<file path="src/rtl/apb_master_arb.sv">
`default_nettype none
// ============================================================================
// Module      : apb_master_arb
// Description : Two-requester round-robin arbiter in front of a single APB
//               master. A granted request runs one SETUP/ACCESS transfer and
//               returns a one-cycle response pulse to its owner. An optional
//               ACCESS-phase timeout aborts transfers whose slave never
//               raises pready.
// Revision    : 1.0 - initial release
// ============================================================================
module apb_master_arb #(
    parameter int TIMEOUT = 16
) (
    input  logic        clk,
    input  logic        reset,
    input  logic [1:0]  req_valid,
    input  logic [1:0]  req_write,
    input  logic [15:0] req_addr,
    input  logic [63:0] req_wdata,
    output logic [1:0]  req_ready,
    output logic [1:0]  rsp_valid,
    output logic [31:0] rsp_rdata,
    output logic        rsp_err,
    output logic        busy,
    output logic        psel,
    output logic        penable,
    output logic        pwrite,
    output logic [7:0]  paddr,
    output logic [31:0] pwdata,
    input  logic        pready,
    input  logic [31:0] prdata
);

    // Counter only needs to reach TIMEOUT-1; keep at least one bit so the
    // design still elaborates when the timeout is disabled.
    localparam int              c_CW      = (TIMEOUT > 1) ? $clog2(TIMEOUT) : 1;
    localparam logic [c_CW-1:0] c_TO_LAST = c_CW'((TIMEOUT > 0) ? TIMEOUT - 1 : 0);
    localparam bit              c_TO_EN   = (TIMEOUT > 0);

    typedef enum logic [1:0] {
        S_IDLE   = 2'd0,
        S_SETUP  = 2'd1,
        S_ACCESS = 2'd2
    } state_t;

    state_t            r_state;
    state_t            w_next;
    logic              r_last;      // requester granted most recently
    logic [c_CW-1:0]   r_cnt;       // ACCESS cycles already spent without pready
    logic              r_psel;
    logic              r_penable;
    logic              r_busy;
    logic              r_pwrite;
    logic [7:0]        r_paddr;
    logic [31:0]       r_pwdata;
    logic [1:0]        r_rsp_valid;
    logic [31:0]       r_rsp_rdata;
    logic              r_rsp_err;

    logic [1:0]        w_grant;
    logic              w_pick1;
    logic              w_win;
    logic              w_accept;
    logic              w_expire;
    logic              w_done;

    // Round-robin pick: requester 1 wins if it is alone, or if both ask and
    // requester 0 was the last one served.
    always_comb begin
        w_pick1  = req_valid[1] & (~req_valid[0] | ~r_last);
        w_grant  = {w_pick1, req_valid[0] & ~w_pick1};
        w_win    = w_pick1;
        w_expire = c_TO_EN && (r_cnt == c_TO_LAST);
        w_done   = (r_state == S_ACCESS) && (pready || w_expire);
    end

    // Next-state decode and the combinational grant handshake.
    always_comb begin
        w_next    = r_state;
        req_ready = 2'b00;
        w_accept  = 1'b0;
        case (r_state)
            S_IDLE: begin
                if (reset) begin
                    req_ready = w_grant;
                end
                w_accept = |w_grant;
                if (|w_grant) begin
                    w_next = S_SETUP;
                end
            end
            S_SETUP:  w_next = S_ACCESS;
            S_ACCESS: begin
                if (w_done) begin
                    w_next = S_IDLE;
                end
            end
            default:  w_next = S_IDLE;
        endcase
    end

    // State, arbitration pointer and registered APB control signals.
    always_ff @(posedge clk) begin
        if (!reset) begin
            r_state   <= S_IDLE;
            r_last    <= 1'b1;
            r_cnt     <= '0;
            r_psel    <= 1'b0;
            r_penable <= 1'b0;
            r_busy    <= 1'b0;
        end else begin
            r_state   <= w_next;
            r_psel    <= (w_next != S_IDLE);
            r_penable <= (w_next == S_ACCESS);
            r_busy    <= (w_next != S_IDLE);
            if (w_accept) begin
                r_last <= w_win;
            end
            if ((r_state == S_ACCESS) && !w_done) begin
                r_cnt <= r_cnt + 1'b1;
            end else begin
                r_cnt <= '0;
            end
        end
    end

    // Request capture on accept and response generation on completion.
    always_ff @(posedge clk) begin
        if (!reset) begin
            r_pwrite    <= 1'b0;
            r_paddr     <= '0;
            r_pwdata    <= '0;
            r_rsp_valid <= 2'b00;
            r_rsp_rdata <= '0;
            r_rsp_err   <= 1'b0;
        end else begin
            if (w_accept) begin
                r_pwrite <= req_write[w_win];
                r_paddr  <= w_win ? req_addr[15:8] : req_addr[7:0];
                r_pwdata <= req_write[w_win] ? (w_win ? req_wdata[63:32] : req_wdata[31:0]) : 32'h0;
            end
            // pready wins a tie with the expiring timeout.
            r_rsp_valid <= w_done ? (r_last ? 2'b10 : 2'b01) : 2'b00;
            r_rsp_err   <= w_done & ~pready;
            r_rsp_rdata <= (w_done && pready && !r_pwrite) ? prdata : 32'h0;
        end
    end

    assign psel      = r_psel;
    assign penable   = r_penable;
    assign busy      = r_busy;
    assign pwrite    = r_pwrite;
    assign paddr     = r_paddr;
    assign pwdata    = r_pwdata;
    assign rsp_valid = r_rsp_valid;
    assign rsp_rdata = r_rsp_rdata;
    assign rsp_err   = r_rsp_err;

endmodule
`default_nettype wire

</file>
<file path="config.mk">
export PLATFORM = sky130hd
export DESIGN_NAME = apb_master_arb
export DESIGN_NICKNAME = d
export VERILOG_FILES = /design/src/rtl/apb_master_arb.sv
export SDC_FILE = /design/constraint.sdc
export NUM_CORES = 1
export LEC_CHECK = 0
export ABC_CLOCK_PERIOD_IN_PS = 1800
export CAP_MARGIN = 30
export CORE_AREA = 2 2 82 143
export CTS_BUF_LIST = sky130_fd_sc_hd__clkbuf_4
export CTS_CLUSTER_DIAMETER = 40
export DETAILED_ROUTE_END_ITERATION = 16
export DIE_AREA = 0 0 84 145
export GPL_TIMING_DRIVEN = 1
export HOLD_SLACK_MARGIN = 0.06
export PLACE_DENSITY = 0.66
export SYNTH_ARGS = -nofsm -noshare
export SYNTH_HDL_FRONTEND = slang
export SYNTH_SLANG_ARGS = --single-unit
</file>
<file path="constraint.sdc">
create_clock -name clk -period 1.8 [get_ports clk]
set_input_delay 0.36 -clock clk [delete_from_list [all_inputs] [get_ports clk]]
set_output_delay 0.36 -clock clk [all_outputs]
set_load 0.01 [all_outputs]
</file>
; After elaboration in Yosys (flattened, before gate mapping)
; Index checks and enable logic that the tools add are counted.
[word_totals]
in_bits = 119
register_bits = 85
latchBits = 0
mem_bits_rw = 0
elab_cells = 50
mem_count = 0
output_inout_bits = 81
romBits = 0
[op_classes]
magnitude_cmp = 1
n_reduce_logical = 13
eq_ne = 4
shifts = 0
div_mod_pow = 0
n_bitwise = 8
add_sub_neg = 1
n_mul = 0
mux = 12
[ops]
columns = cell, n
row1 = $mux W32, 2
row2 = $mux W2, 5
row3 = $mux W8, 1
row4 = $pmux W2 S3, 1
row5 = $reduce_and A2 Y1, 3
row6 = $add A4 B1 Y4 const B, 1
row7 = $eq A2 B2 Y1 const B, 2
row8 = $eq A4 B4 Y1 const B, 1
row9 = $logic_and A1 B1 Y1, 4
row10 = $not A1 Y1, 4
row11 = $and A1 B1 Y1, 3
row12 = $mux W1, 3
row13 = $eq A2 B1 Y1 const B, 1
row14 = $logic_not A1 Y1, 2
row15 = $logic_not A2 Y1, 1
row16 = $lt A1 B2 Y1 const B, 1
row17 = $reduce_bool A2 Y1, 1
row18 = $reduce_or A2 Y1, 1
row19 = $logic_or A1 B1 Y1, 1
row20 = $or A1 B1 Y1, 1

; Depth between registers and ports, before layout
[logic_depth]
ltp_word = 9
depth_mapped = 6
depth_no_buf = 5

; Least setup slack after synthesis
; No wires, ideal clock.
[synth_timing]
path_kind = input-to-output
start = input port reset
end = output port req_ready[0]
t_required_ns = 1.440
setup_slack_ns = 0.413
arrival_ns = 1.027
cell_stages = 4
cell_sequence = buf_2 -> clkbuf_1 -> nand3_1 -> nor2_1
[synth_via]
elab_chain_cells = 2
[synth_lines]
columns = element, line_no
row1 = "start, declared", 15  ; input logic reset,
row2 = $mux W2, 84  ; if (reset) begin
row3 = $mux W2, 82  ; case (r_state)
row4 = "end, declared", 20  ; output logic [1:0] req_ready,
; No other way between the ends.

; Worst setup path in the final report
[layout_timing]
start = register r_pwdata[4], in the netlist pwdata[4]
end = output port pwdata[4]
[layout_rtl]
columns = element, line_no
row1 = "start, declared", 55  ; logic [31:0] r_pwdata;
row2 = "start signal, assigned", 140  ; r_pwdata <= req_write[w_win] ? (w_win ? req_wdata[63:32] : req_wdata[31:0]) : 32'h0;
row3 = "end, declared", 29  ; output logic [31:0] pwdata,
; No word-level cell between the ends.

==> metrics <==
compound-cell area share of the yosys netlist 19.1%; NumNets Final 606; Top FF cell, synth dfxtp_1; switching share of power 28.7%; First-pass DRT Iterations 4; Leak 2.51 nW; number of CTS-inserted buffers 9; worst-path maximum fanout 2; Post-DP HPWL 7.64 mm; minimum clock period 1.73 ns; area post-placement 5490 um2; Post-synth EDFFs 0; Die X 84 um; syn_nets 397; Worst Clk Skew 0.0160 ns; Crit Reg-Reg Endpoint pwdata[4]; Synth area leaders dfxtp_1, o2bb2ai_2, mux2i_1; Routed WL 9.56 mm; # H-tree levels 3; first-pass GRT wire length 14.7 mm; vias in the first global route 2860; R2R cell count 7; Final period util 96.1%; Initial Util 29.5%; core outline area 11000 um2; Unique masters post-synth 32; crit-path leading delay family buffers and inverters; via count 2808; initial antenna violation count 1; Critical Path Start pwdata[4]; instance count on the critical path 1; largest net degree at the start of global routing 33; final hold violations 0; cell taking the most area after synthesis dfxtp_1; Synth-to-Final Area Change 74.3%; Post-synth top cells dfxtp_1, and2_1, mux2i_1; 1st-iter DRT viols 76; multiplexer area fraction after synthesis 9.82%; Worst EP arrival 1.37 ns; PD cells 703 nW/um2; clk root buf clkbuf_4; worst reg2reg startpoint r_last; cell with the most instances after synthesis dfxtp_1; clock transition at the registers of the reported paths 0.16 ns; Max Freq 578 MHz; setup violators final 0; layout cells sized above 1 16.3%; status completed; worst slew pin tran 0.396 ns; CTS sink count 85; Synth top area share 52.2%; Non-Filler Instances 624; maximum vdd drop 0.390 mV; FF+latch count, synth 85; clock share of power 27.1%; TritonCTS clock tree done; DRC errors left 0; CP Capture Type primary output; WHS Path Cells 2; largest family of logic cells by synthesized area compound AO/OA/AOI/OAI gates; Routed Antenna Nets 0; yosys warns 0; Critical-path top delay cell clkdlybuf4s50_1; Worst slew margin 73.3%; Int Pwr 2.85 mW; Comb power frac 21.9%; Placed Cells 606; gpl congestion 0.790; r2r setup slk 0.27 ns; post-synthesis sequential area ratio 52.2%; IO buf count 199; Synth Area per Inst 11.8 um2; GR Overflow Total 0; worst-path cell chain clkdlybuf4s50_1; number of max-cap violations 0; io pins 200; CP max stage delay 0.57 ns; share of power burned in registers 51.0%; Post-Syn Area 3260 um2; Critical Path RT 1.44 ns; Tot GR Track Use 15.6%; vias per std cell 4.50; area of the die 12200 um2; CP endpoint pwdata[4]; Routed WL per cell 15.3 um; Hold Path Class input port to register; P_sw 1.15 mW; die height 145 um; Critical path buffers and inverters 1; RSZ-0062 raised after global routing no; Post-Synth XOR/XNOR Area 0.537%; design area 5680 um2; Post-Synthesis Cells 277; Setup CP Type register to primary output; cts hold-fix bufs 0; row count 51; startpoint types register; clock buffer depth 2; Max Slew Vio Count 0; Clock Latency Late Sink 0.44 ns; Simple-Gate Fraction of Synth Area 13.2%; share of async-settable or async-resettable flops after synthesis 0%; Adder-Cell Fraction of Synth Area 0.384%
cell type report:
cell class	instances	area (um2)
repair buffers	218	2230
multi-input cells	169	1420
fillers	1019	5360
inverters	3	11.3
clock inverters	7	73.8
flip-flops and latches	85	1710
well taps	132	165
diodes	1	2.50
clock buffers	9	67.6
how the worst min path moves through the flow:
stage,from,to,slack (ns)
final,prdata[25],rsp_rdata[25],0.44
after floorplan,r_cnt[0],r_cnt[0],0.42
after CTS,prdata[9],rsp_rdata[9],0.40
after global placement,r_cnt[0],r_cnt[0],0.43
after global routing,prdata[0],rsp_rdata[0],0.40
after detailed placement,r_cnt[0],r_cnt[0],0.44
routing by layer:
layer	GRT usage, %	wire, um
met2	30.0	5530
met5	0	0
met3	3.47	461
met1	15.2	3300
met4	7.34	265
repair_timing:
item / in CTS / in global routing
resized for setup: 11 / 28
setup buffers: 1 / 0
endpoints found under the setup margin: 6 / 28
stage by stage:
| stage | setup WS, ns | power (mW) | TNS (ns) | util (%) | hold slack [ns] |
|---|---|---|---|---|---|
| after floorplan | 0.413 | 2.43 | 0 | - | 0.418 |
| after global placement | -0.340 | 2.97 | -5.04 | 49.7 | 0.430 |
| final | 0.0695 | 3.99 | 0 | 51.5 | 0.444 |
| after detailed placement | -0.328 | 2.98 | -6.46 | 49.7 | 0.439 |
| after global routing | 0.00127 | 4.21 | 0 | 51.5 | 0.402 |
| after CTS | 0.00217 | 4.07 | 0 | 51.0 | 0.403 |
flip-flops by register name (all words and copies together), names as in the netlist:
| register | flops |
|---|---|
| busy | 1 |
| paddr | 8 |
| penable | 1 |
| pwdata | 32 |
| pwrite | 1 |
| r_cnt | 4 |
| r_last | 1 |
| r_state | 2 |
| rsp_err | 1 |
| rsp_rdata | 32 |
| rsp_valid | 2 |
power by group through the flow:
stage / Combinational (mW) / Sequential [mW] / Clock (mW)
final: 0.875 / 2.04 / 1.08
after floorplan: 0.318 / 2.11 / 0
after detailed placement: 0.903 / 2.08 / 0
after global placement: 0.895 / 2.07 / 0
after global routing: 0.937 / 2.05 / 1.23
after CTS: 0.902 / 2.04 / 1.13
logic make-up (layout without fill, tap and decap cells):
logic type,after synthesis,count (layout)
and+or+nand+nor,78,78
AOI/OAI and AO/OA,56,56
DFF,85,85
muxes,32,32
xor gates and xnor gates,2,2
buffers and inverters,23,237
other,0,1
adders and majority gates,1,1
placed cells by master, fill, tap and decap left out, types with 2 or more instances in the layout:
cell type and count:
a31oi_1 9, and2_1 35, buf_12 5, buf_4 14
clkbuf_4 9, clkdlybuf4s50_1 172, dfxtp_1 78, dfxtp_2 7
dlygate4sd2_1 5, dlymetal6s2s_1 20, inv_1 3, inv_6 3
inv_8 2, mux2i_1 32, nand2_1 23, nand2b_1 2
nand3_1 3, nor2_1 8, o21a_1 2, o21ai_1 8
o2bb2ai_1 2, o2bb2ai_2 30
No activity file was read; power rests on OpenSTA's default activity.
